===== src/rtl/lamp_fpu_sqrt_pkg.sv =====
// Shared definitions for the lampFPU square-root unit: float field widths,
// exponent bias, canonical special-value encodings and the sqrt FSM states.
// Pure declarations; no logic, no timing, no flow control.
package lamp_fpu_sqrt_pkg;

    localparam int LAMP_FLOAT_S_DW = 1;
    localparam int LAMP_FLOAT_E_DW = 8;
    localparam int LAMP_FLOAT_F_DW = 7;

    localparam logic [LAMP_FLOAT_E_DW-1:0] LAMP_FLOAT_E_BIAS = 8'd127;

    // Radicand holds 1.fffffff aligned so that its integer root has
    // 10 bits: hidden bit, 7 fraction bits, guard and round.
    localparam int LAMP_SQRT_RAD_DW  = 20;
    localparam int LAMP_SQRT_ROOT_DW = 10;
    localparam int LAMP_SQRT_REM_DW  = 12;

    localparam logic [3:0] LAMP_SQRT_LAST_ITER = 4'd9;

    localparam logic [LAMP_FLOAT_E_DW-1:0] LAMP_QNAN_E = 8'hFF;
    localparam logic [LAMP_FLOAT_F_DW-1:0] LAMP_QNAN_F = 7'b1000000;
    localparam logic [LAMP_FLOAT_E_DW-1:0] LAMP_INF_E  = 8'hFF;
    localparam logic [LAMP_FLOAT_F_DW-1:0] LAMP_INF_F  = 7'b0000000;
    localparam logic [LAMP_FLOAT_E_DW-1:0] LAMP_ZERO_E = 8'h00;
    localparam logic [LAMP_FLOAT_F_DW-1:0] LAMP_ZERO_F = 7'b0000000;

    typedef enum logic [1:0] {
        IDLE  = 2'd0,
        ITER  = 2'd1,
        ROUND = 2'd2,
        DONE  = 2'd3
    } sqrt_state_t;

endpackage


===== src/rtl/lamp_fpu_sqrt_round.sv =====
// Rounds the 8-bit root (hidden bit + 7 fraction bits) using guard/round/sticky.
// Latency: combinational. Backpressure: none.
// LAMPFPU_SQRT_RNE_EN selects round-to-nearest-even; otherwise truncation.
// Ports: mant_i root with hidden bit, g_i/r_i/s_i guard/round/sticky,
//        f_o rounded fraction, exp_inc_o set when rounding carries to 2.0.
module lamp_fpu_sqrt_round
    import lamp_fpu_sqrt_pkg::*;
(
    input  logic [LAMP_FLOAT_F_DW:0]   mant_i,
    input  logic                       g_i,
    input  logic                       r_i,
    input  logic                       s_i,
    output logic [LAMP_FLOAT_F_DW-1:0] f_o,
    output logic                       exp_inc_o
);

`ifdef LAMPFPU_SQRT_RNE_EN
    logic                       round_up;
    logic [LAMP_FLOAT_F_DW+1:0] sum;
    logic                       unused_hidden;

    always_comb begin
        // Above half, or exactly half with an odd lsb, rounds up.
        round_up  = g_i & (r_i | s_i | mant_i[0]);
        sum       = {1'b0, mant_i} + {{(LAMP_FLOAT_F_DW+1){1'b0}}, round_up};
        // A carry out leaves the low bits all zero, i.e. 1.0 at exponent+1.
        f_o       = sum[LAMP_FLOAT_F_DW-1:0];
        exp_inc_o = sum[LAMP_FLOAT_F_DW+1];
    end

    assign unused_hidden = sum[LAMP_FLOAT_F_DW];
`else
    logic unused_grs;

    assign f_o        = mant_i[LAMP_FLOAT_F_DW-1:0];
    assign exp_inc_o  = 1'b0;
    assign unused_grs = ^{mant_i[LAMP_FLOAT_F_DW], g_i, r_i, s_i};
`endif

endmodule


===== src/rtl/lamp_fpu_sqrt.sv =====
// Multi-cycle restoring square root for the lampFPU 1/8/7 float format.
// Latency: 1 edge for special operands, 12 edges for normal ones (10 ITER + ROUND + DONE).
// Backpressure: none; doSqrt_i is only sampled in IDLE and ignored while busy.
// Ports: clk/rst (async active-high), doSqrt_i start level, unpacked operand
//        (sign, biased exponent, mantissa with hidden bit, class flags),
//        valid_o one-cycle pulse, s/e/f_res_o held until the next result.
// Build option: LAMPFPU_SQRT_RNE_EN enables round-to-nearest-even.
module lamp_fpu_sqrt
    import lamp_fpu_sqrt_pkg::*;
(
    input  logic                       clk,
    input  logic                       rst,
    input  logic                       doSqrt_i,
    input  logic                       signum_op_i,
    input  logic [LAMP_FLOAT_E_DW-1:0] extExp_op_i,
    input  logic [LAMP_FLOAT_F_DW:0]   extMant_op_i,
    input  logic                       isZero_op_i,
    input  logic                       isInf_op_i,
    input  logic                       isSNAN_op_i,
    input  logic                       isQNAN_op_i,
    output logic                       valid_o,
    output logic                       s_res_o,
    output logic [LAMP_FLOAT_E_DW-1:0] e_res_o,
    output logic [LAMP_FLOAT_F_DW-1:0] f_res_o
);

    sqrt_state_t                      state_q, state_d;
    logic [3:0]                       cnt_q, cnt_d;
    logic [LAMP_SQRT_RAD_DW-1:0]      rad_q, rad_d;
    logic [LAMP_SQRT_REM_DW-1:0]      rem_q, rem_d;
    logic [LAMP_SQRT_ROOT_DW-1:0]     root_q, root_d;
    logic [LAMP_FLOAT_S_DW-1:0]       sgn_q, sgn_d;
    logic [LAMP_FLOAT_E_DW-1:0]       exp_q, exp_d;
    logic [LAMP_FLOAT_F_DW-1:0]       frac_q, frac_d;
    logic                             s_res_q, s_res_d;
    logic [LAMP_FLOAT_E_DW-1:0]       e_res_q, e_res_d;
    logic [LAMP_FLOAT_F_DW-1:0]       f_res_q, f_res_d;
    logic                             valid_q, valid_d;

    logic [LAMP_SQRT_REM_DW+1:0]      rem_t;
    logic [LAMP_SQRT_REM_DW+1:0]      trial;
    logic [LAMP_SQRT_REM_DW+1:0]      diff;
    logic [LAMP_FLOAT_E_DW:0]         exp_sum;
    logic                             exp_odd;
    logic [LAMP_FLOAT_F_DW-1:0]       rnd_f;
    logic                             rnd_inc;
    logic                             unused_bits;

    lamp_fpu_sqrt_round u_round (
        .mant_i    (root_q[LAMP_SQRT_ROOT_DW-1:2]),
        .g_i       (root_q[1]),
        .r_i       (root_q[0]),
        .s_i       (|rem_q),
        .f_o       (rnd_f),
        .exp_inc_o (rnd_inc)
    );

    always_comb begin
        state_d = state_q;
        cnt_d   = cnt_q;
        rad_d   = rad_q;
        rem_d   = rem_q;
        root_d  = root_q;
        sgn_d   = sgn_q;
        exp_d   = exp_q;
        frac_d  = frac_q;
        s_res_d = s_res_q;
        e_res_d = e_res_q;
        f_res_d = f_res_q;
        valid_d = 1'b0;

        // One restoring step: bring down two radicand bits, try subtracting 4q+1.
        rem_t = {rem_q, rad_q[LAMP_SQRT_RAD_DW-1 -: 2]};
        trial = {2'b00, root_q, 2'b01};
        diff  = rem_t - trial;

        // Unbiased exponent is odd exactly when the biased one is even.
        // (e-127-odd)>>>1 + 127 simplifies to floor((e+127)/2).
        exp_odd = ~extExp_op_i[0];
        exp_sum = {1'b0, extExp_op_i} + {1'b0, LAMP_FLOAT_E_BIAS};

        unique case (state_q)
            IDLE: begin
                if (doSqrt_i) begin
                    cnt_d  = '0;
                    rem_d  = '0;
                    root_d = '0;
                    frac_d = '0;
                    sgn_d  = 1'b0;
                    exp_d  = exp_sum[LAMP_FLOAT_E_DW:1];
                    // Align 1.fffffff (or 2x that for odd exponents) so the
                    // 10-bit integer root carries hidden, fraction, guard, round.
                    rad_d  = exp_odd ? {extMant_op_i, 12'b0}
                                     : {1'b0, extMant_op_i, 11'b0};
                    state_d = ITER;
                    if (isSNAN_op_i || isQNAN_op_i) begin
                        exp_d   = LAMP_QNAN_E;
                        frac_d  = LAMP_QNAN_F;
                        state_d = DONE;
                    end else if (isZero_op_i || !extMant_op_i[LAMP_FLOAT_F_DW]) begin
                        // Denormals flush to a zero of the operand's sign.
                        sgn_d   = signum_op_i;
                        exp_d   = LAMP_ZERO_E;
                        frac_d  = LAMP_ZERO_F;
                        state_d = DONE;
                    end else if (signum_op_i) begin
                        exp_d   = LAMP_QNAN_E;
                        frac_d  = LAMP_QNAN_F;
                        state_d = DONE;
                    end else if (isInf_op_i) begin
                        exp_d   = LAMP_INF_E;
                        frac_d  = LAMP_INF_F;
                        state_d = DONE;
                    end
                end
            end
            ITER: begin
                if (rem_t >= trial) begin
                    rem_d  = diff[LAMP_SQRT_REM_DW-1:0];
                    root_d = {root_q[LAMP_SQRT_ROOT_DW-2:0], 1'b1};
                end else begin
                    rem_d  = rem_t[LAMP_SQRT_REM_DW-1:0];
                    root_d = {root_q[LAMP_SQRT_ROOT_DW-2:0], 1'b0};
                end
                rad_d = {rad_q[LAMP_SQRT_RAD_DW-3:0], 2'b00};
                if (cnt_q == LAMP_SQRT_LAST_ITER) begin
                    state_d = ROUND;
                end else begin
                    cnt_d = cnt_q + 4'd1;
                end
            end
            ROUND: begin
                frac_d  = rnd_f;
                exp_d   = exp_q + {{(LAMP_FLOAT_E_DW-1){1'b0}}, rnd_inc};
                state_d = DONE;
            end
            DONE: begin
                s_res_d = sgn_q;
                e_res_d = exp_q;
                f_res_d = frac_q;
                valid_d = 1'b1;
                state_d = IDLE;
            end
            default: state_d = IDLE;
        endcase
    end

    // The remainder never exceeds 2q, so the top difference bits stay zero.
    assign unused_bits = ^{diff[LAMP_SQRT_REM_DW+1 -: 2], exp_sum[0]};

    always_ff @(posedge clk or posedge rst) begin
        if (rst) begin
            state_q <= IDLE;
            cnt_q   <= '0;
            rad_q   <= '0;
            rem_q   <= '0;
            root_q  <= '0;
            sgn_q   <= '0;
            exp_q   <= '0;
            frac_q  <= '0;
            s_res_q <= 1'b0;
            e_res_q <= '0;
            f_res_q <= '0;
            valid_q <= 1'b0;
        end else begin
            state_q <= state_d;
            cnt_q   <= cnt_d;
            rad_q   <= rad_d;
            rem_q   <= rem_d;
            root_q  <= root_d;
            sgn_q   <= sgn_d;
            exp_q   <= exp_d;
            frac_q  <= frac_d;
            s_res_q <= s_res_d;
            e_res_q <= e_res_d;
            f_res_q <= f_res_d;
            valid_q <= valid_d;
        end
    end

    assign valid_o = valid_q;
    assign s_res_o = s_res_q;
    assign e_res_o = e_res_q;
    assign f_res_o = f_res_q;

endmodule


===== config.mk =====
export PLATFORM = sky130hd
export DESIGN_NAME = lamp_fpu_sqrt
export DESIGN_NICKNAME = d
export VERILOG_FILES = /design/src/rtl/lamp_fpu_sqrt_pkg.sv /design/src/rtl/lamp_fpu_sqrt_round.sv /design/src/rtl/lamp_fpu_sqrt.sv
export SDC_FILE = /design/constraint.sdc
export NUM_CORES = 1
export LEC_CHECK = 0
export CAP_MARGIN = 20
export CORE_ASPECT_RATIO = 1.25
export CORE_UTILIZATION = 30
export DETAILED_ROUTE_END_ITERATION = 8
export PLACE_DENSITY = 0.59
export SLEW_MARGIN = 40
export SYNTH_ARGS = -nofsm -noshare
export SYNTH_HDL_FRONTEND = slang
export SYNTH_SLANG_ARGS = --single-unit

===== constraint.sdc =====
create_clock -name clk -period 5.6 [get_ports clk]
set_input_delay 0.56 -clock clk [delete_from_list [all_inputs] [get_ports clk]]
set_output_delay 0.56 -clock clk [all_outputs]
set_load 0.02 [all_outputs]

# Yosys cells after proc, flatten, opt, wreduce, memory -nomap -nowiden
# Index checks and enable logic that the tools add are counted.
[word_totals]
output_inout_bits = 17
ff_bits = 81
[classes]
add_sub_neg = 3
reduce_logical = 11
mux = 31
n_eq_ne = 7
order_cmp = 1
[op_table]
columns = ["cell", "n"]
rows = [
  ["20-bit 2-to-1 mux", 2],
  ["20-bit case mux with 2 select lines", 1],
  ["8-bit 2-to-1 mux", 4],
  ["7-bit 2-to-1 mux", 4],
  ["12-bit 2-to-1 mux", 2],
  ["12-bit case mux with 2 select lines", 1],
  ["10-bit case mux with 2 select lines", 1],
  ["14-bit by 12-bit >= comparator with 1-bit output", 1],
  ["7-bit case mux with 2 select lines", 1],
  ["2-bit 2-to-1 mux", 6],
  ["12-bit subtractor", 1],
  ["10-bit 2-to-1 mux", 1],
  ["8-bit by 7-bit adder with 9-bit output, second input constant", 1],
  ["4-bit 2-to-1 mux", 2],
  ["2-bit case mux with 4 select lines", 1],
  ["4-bit case mux with 2 select lines", 1],
  ["2-bit AND reduction", 4],
  ["2-bit != test, second input constant", 3],
  ["4-bit by 1-bit adder with 4-bit output, second input constant", 1],
  ["2-bit equality test, second input constant", 2],
  ["4-bit equality test, second input constant", 1],
  ["1-bit 2-to-1 mux", 4],
  ["2-bit nonzero test", 2],
  ["3-bit AND reduction", 1],
  ["4 further kinds", 5],
]

# Longest topological paths before layout
[depth]
depth_word = 6
mapped_depth = 9
depth_no_buf = 8

# By module
# From an unflattened synthesis, not the netlist that was laid out.
[unflattened]
cells_unflattened = 453
area_unflattened_um2 = 4130.2
[modules_own_cells]
columns = ["module", "seq_area_each_um2", "area_per_inst_um2", "n_inst", "cells_each"]
rows = [
  ["lamp_fpu_sqrt", 1751.7, 4066.4, 1, 444],
  ["lamp_fpu_sqrt_round", 0.0, 63.8, 1, 9],
]

# Least setup slack after synthesis
# Ideal clock, no wire load.
[synth_path]
path_type = "register to register"
start = "register rem_q[7]"
end = "register rem_q[2]"
setup_time_ns = 0.128
path_buffers = 1
arrival_ns = 1.749
t_required_ns = 5.472
synth_period_minus_slack_ns = 1.877
stages_incl_launch_ff = 9
path_slack_ns = 3.723
cell_sequence = "dfrtp_1 ha_1 a21oi_2 o21ai_2 a31o_2 a21o_4 buf_12 mux2i_1 o21ai_1"
[synth_via]
elab_chain_cells = 3
[synth_lines]
columns = ["element", "line_no", "source"]
rows = [
  ["start: declaration", "lamp_fpu_sqrt.sv:30", "logic [LAMP_SQRT_REM_DW-1:0] rem_q, rem_d;"],
  ["start signal: assignment", "lamp_fpu_sqrt.sv:169", "rem_q <= rem_d;"],
  ["14-bit by 12-bit >= comparator with 1-bit output", "lamp_fpu_sqrt.sv:118", "if (rem_t >= trial) begin"],
  ["12-bit 2-to-1 mux", "lamp_fpu_sqrt.sv:118", ""],
  ["12-bit case mux with 2 select lines", "lamp_fpu_sqrt.sv:82", "unique case (state_q)"],
]
# No other way between the ends.
# A chain may end at the register's enable or synchronous reset.

# Worst setup path after layout
[layout_path]
start = "register state_q[1]"
end = "register rem_q[11]"
[layout_via]
elab_chain_cells = 3
elab_cells_between_ends = 6
[layout_lines]
columns = ["element", "line_no", "source"]
rows = [
  ["start: declaration", "lamp_fpu_sqrt.sv:27", "sqrt_state_t state_q, state_d;"],
  ["start signal: assignment", "lamp_fpu_sqrt.sv:166", "state_q <= state_d;"],
  ["2-bit by 1-bit equality test with 1-bit output or 2-bit logical NOT (tied branches)", "lamp_fpu_sqrt.sv:82", ""],
  ["2-bit nonzero test (no line) or 2-bit != test (tied branches)", "-", ""],
  ["2-bit AND reduction (no line)", "-", ""],
]
# Parallel ways exist; a longest one is shown, timed or not.

==> results.sh <==
export IMPL_outcome="finished, final reports clean"
export IMPL_dieHeight_um=128
export IMPL_grt_pass1_wl_um=13400
export IMPL_synthesis_instances=381
export IMPL_num_rows=45
export IMPL_finalHoldViolations=0
export IMPL_initial_antenna_violation_count=0
export IMPL_synth_main_ff_cell="sky130_fd_sc_hd__dfrtp_1"
export IMPL_num_io_pins=41
export IMPL_design_final_nets=461
export IMPL_hold_class="reg2reg"
export IMPL_drt_wirelength_per_cell_um=13.4
export IMPL_final_layout_size_suffix_gt1_frac=0.118
export IMPL_timing_hold_worst_path_depth=2
export IMPL_finalNonFillerCells=587
export IMPL_yosysSeqAreaShare=0.459
export IMPL_clock_root_buffer="sky130_fd_sc_hd__clkbuf_16"
export IMPL_timing_critical_path_fanout_max=24
export IMPL_die_area_um2=13200
export IMPL_cts_repair_resized=0
export IMPL_number_of_clock_sinks_seen_by_cts=70
export IMPL_worst_r2r_path_depth=7
export IMPL_critical_path_arrival_ns=2.68
export IMPL_worst_pin_slew_ns=0.628
export IMPL_fin_tns_setup_ns=0
export IMPL_place_detailed_hpwl_um=5730
export IMPL_ffs_latches_synth=70
export IMPL_clkSlewWorstSetupHoldPaths_ns=0.06
export IMPL_path_delay_family="simple AND/OR/NAND/NOR gates"
export IMPL_syn_cell_area_um2=3810
export IMPL_end_kind="register"
export IMPL_timing_reg2reg_setup_slack_ns=3.19
export IMPL_yosys_area_top_type_share=0.459
export IMPL_gr_usage_all_layers=0.131
export IMPL_synth_top_cells_by_count="70 x sky130_fd_sc_hd__dfrtp_1, 43 x sky130_fd_sc_hd__nand2_1, 27 x sky130_fd_sc_hd__a21oi_1"
export IMPL_area_growth_syn_to_layout_pct=21.7
export IMPL_num_vias=2861
export IMPL_synth_top_cells_by_area="sky130_fd_sc_hd__dfrtp_1 46%, sky130_fd_sc_hd__ha_1 6.2%, sky130_fd_sc_hd__mux2_2 5.0%"
export IMPL_vdd_ir_drop_max_mv=0.214
export IMPL_tritoncts="built"
export IMPL_max_clock_path_buffers=2
export IMPL_dr_pass1_iters=4
export IMPL_initial_cell_density_of_the_core=0.311
export IMPL_synthArstFlopShare=1.00
export IMPL_post_cts_setup_buffer_count=0
export IMPL_grt_start_max_net_pins=71
export IMPL_max_clock_freq_mhz=415
export IMPL_placed_cells=571
export IMPL_cap_violations=0
export IMPL_synth_nets=424
export IMPL_route_final_wire_length_um=7840
export IMPL_grt_overflow=0
export IMPL_drv_slew=0
export IMPL_synth_avg_cell_area_um2=10.0
export IMPL_ctsHoldBuffers=0
export IMPL_gp_congestion=0.841
export IMPL_cts_buffers_inserted=9
export IMPL_final_period_utilization=0.430
export IMPL_worstSetupStartpointType="register"
export IMPL_rsz0062_at_grt="no"
export IMPL_p_leak_nw=1.99
export IMPL_hold_path_end="root_q[8]"
export IMPL_clock_latency_on_the_worst_skew_pair_ns=0.33
export IMPL_fin_crit_ns=2.41
export IMPL_die_w_um=103
export IMPL_synth_warning_count=0
export IMPL_yosysMostFrequentCell="sky130_fd_sc_hd__dfrtp_1"
export IMPL_vias_per_cell=4.87
export IMPL_drt_antenna_violating_nets=0
export IMPL_setup_viol_count_final=0
export IMPL_io_buf_count=40
export IMPL_yosys_top_cell_by_area="sky130_fd_sc_hd__dfrtp_1"
export IMPL_maxSlewHeadroom=0.581
export IMPL_grt_pass1_vias=2910
export IMPL_rr_startpoint="state_q[1]"
export IMPL_critPathKind="reg2reg"
export IMPL_critical_path_slowest_cell="sky130_fd_sc_hd__nand2_1"
export IMPL_crit_path_cell_trace="inv_1, ha_2, nand2_1, nor3_1, o21ai_0, o31ai_1, a211o_1"
export IMPL_timing_rr_end="rem_q[11]"
export IMPL_power_density_nw_per_um2=629
export IMPL_worst_ep_required_time_ns=5.87
export IMPL_clock_skew_final_ns=0.00435
export IMPL_cp_num_buf_inv=1
export IMPL_ctsHtreeMaxLevel=3
export IMPL_num_antenna_cells=0
export IMPL_edff_count_synth=0
export IMPL_drt_iter0_drc=100
export IMPL_number_of_distinct_library_cell_variants_in_the_gate_level_netlist_after_synthesis=51
export IMPL_placeableCoreArea_um2=12300
export IMPL_drc_violation_count_after_routing=0
export IMPL_worst_hold_startpoint="root_q[8]"
export IMPL_critical_path_max_stage_delay_ns=0.48
==> flip-flops by register name, summed over array words and instances, names as in the netlist, 2 cells and up <==
signal and cells:
e_res_o 8, frac_q 7, state_q 2, rem_q 12
rad_q 9, f_res_o 7, exp_q 8, root_q 10
cnt_q 4
==> through the flow <==
step / utilization / total power, mW / setup slack [ns] / instance area, um^2 / hold slack, ns
6_report: 0.378 / 2.92 / 3.19 / 4640 / 0.482
4_1_cts: 0.378 / 2.95 / 2.87 / 4640 / 0.490
5_1_grt: 0.378 / 3.17 / 3.04 / 4640 / 0.500
2_1_floorplan: - / 2.04 / 3.27 / 3810 / 0.446
3_5_place_dp: 0.355 / 2.39 / 2.88 / 4350 / 0.477
3_3_place_gp: 0.354 / 2.35 / 3.09 / 4350 / 0.468
==> per-layer routing <==
metal / global-route usage / vias up / wire, um / share of wire
li1: - / 1421 / - / -
met1: 0.153 / 1386 / 3450 / 0.44
met2: 0.224 / 44 / 3960 / 0.51
met5: 0 / - / 0 / 0
met4: 0.0572 / 0 / 134 / 0.017
met3: 0.0338 / 10 / 301 / 0.038
==> power breakdown <==
part           switching, mW  internal (mW)
clock                  0.200          0.343
sequential             0.138          0.712
combinational          0.853          0.671
==> worst register-to-register path, cell delays in order, from the launching register on <==
cell and delay [ns]:
sky130_fd_sc_hd__dfrtp_1 0.41, sky130_fd_sc_hd__inv_1 0.10, sky130_fd_sc_hd__ha_2 0.45, sky130_fd_sc_hd__nand2_1 0.48, sky130_fd_sc_hd__nor3_1 0.32, sky130_fd_sc_hd__o21ai_0 0.15, sky130_fd_sc_hd__o31ai_1 0.31, sky130_fd_sc_hd__a211o_1 0.14
==> kinds of logic after synthesis <==
logic type | synth area share
compound gates | 0.189
buf+inv | 0.0440
fa+ha+maj | 0.0623
flops | 0.459
mux | 0.0896
simple gates | 0.119
xor+xnor | 0.0367
==> placed cells by master, fill, tap and decap left out, types with 15 or more instances in the layout <==
cell type,count
sky130_fd_sc_hd__nor2_1,26
sky130_fd_sc_hd__nand2_1,43
sky130_fd_sc_hd__dfrtp_1,70
sky130_fd_sc_hd__o21ai_0,24
sky130_fd_sc_hd__mux2_2,17
sky130_fd_sc_hd__inv_1,21
sky130_fd_sc_hd__ha_1,17
sky130_fd_sc_hd__mux2i_1,15
sky130_fd_sc_hd__a21oi_1,27
sky130_fd_sc_hd__clkdlybuf4s50_1,40
==> layout make-up <==
class,instances,area (um^2)
sequential,70,1750
inverter,22,82.6
multi-input combinational,273,1900
timing repair buffer,42,419
tap,164,205
clock inverter,4,47.5
fill,1233,7630
clock buffer,12,236
==> how the worst max path moves through the flow <==
stage | startpoint | end | slack, ns | cells after the start
2_1_floorplan | rst | cnt_q[0] | 3.27 | 1
3_3_place_gp | state_q[1] | rem_q[11] | 3.09 | 7
3_5_place_dp | state_q[1] | rem_q[11] | 2.88 | 7
4_1_cts | state_q[1] | rem_q[11] | 2.87 | 7
5_1_grt | state_q[1] | rem_q[11] | 3.04 | 7
6_report | state_q[1] | rem_q[11] | 3.19 | 7
No activity file was read; power rests on OpenSTA's default activity.
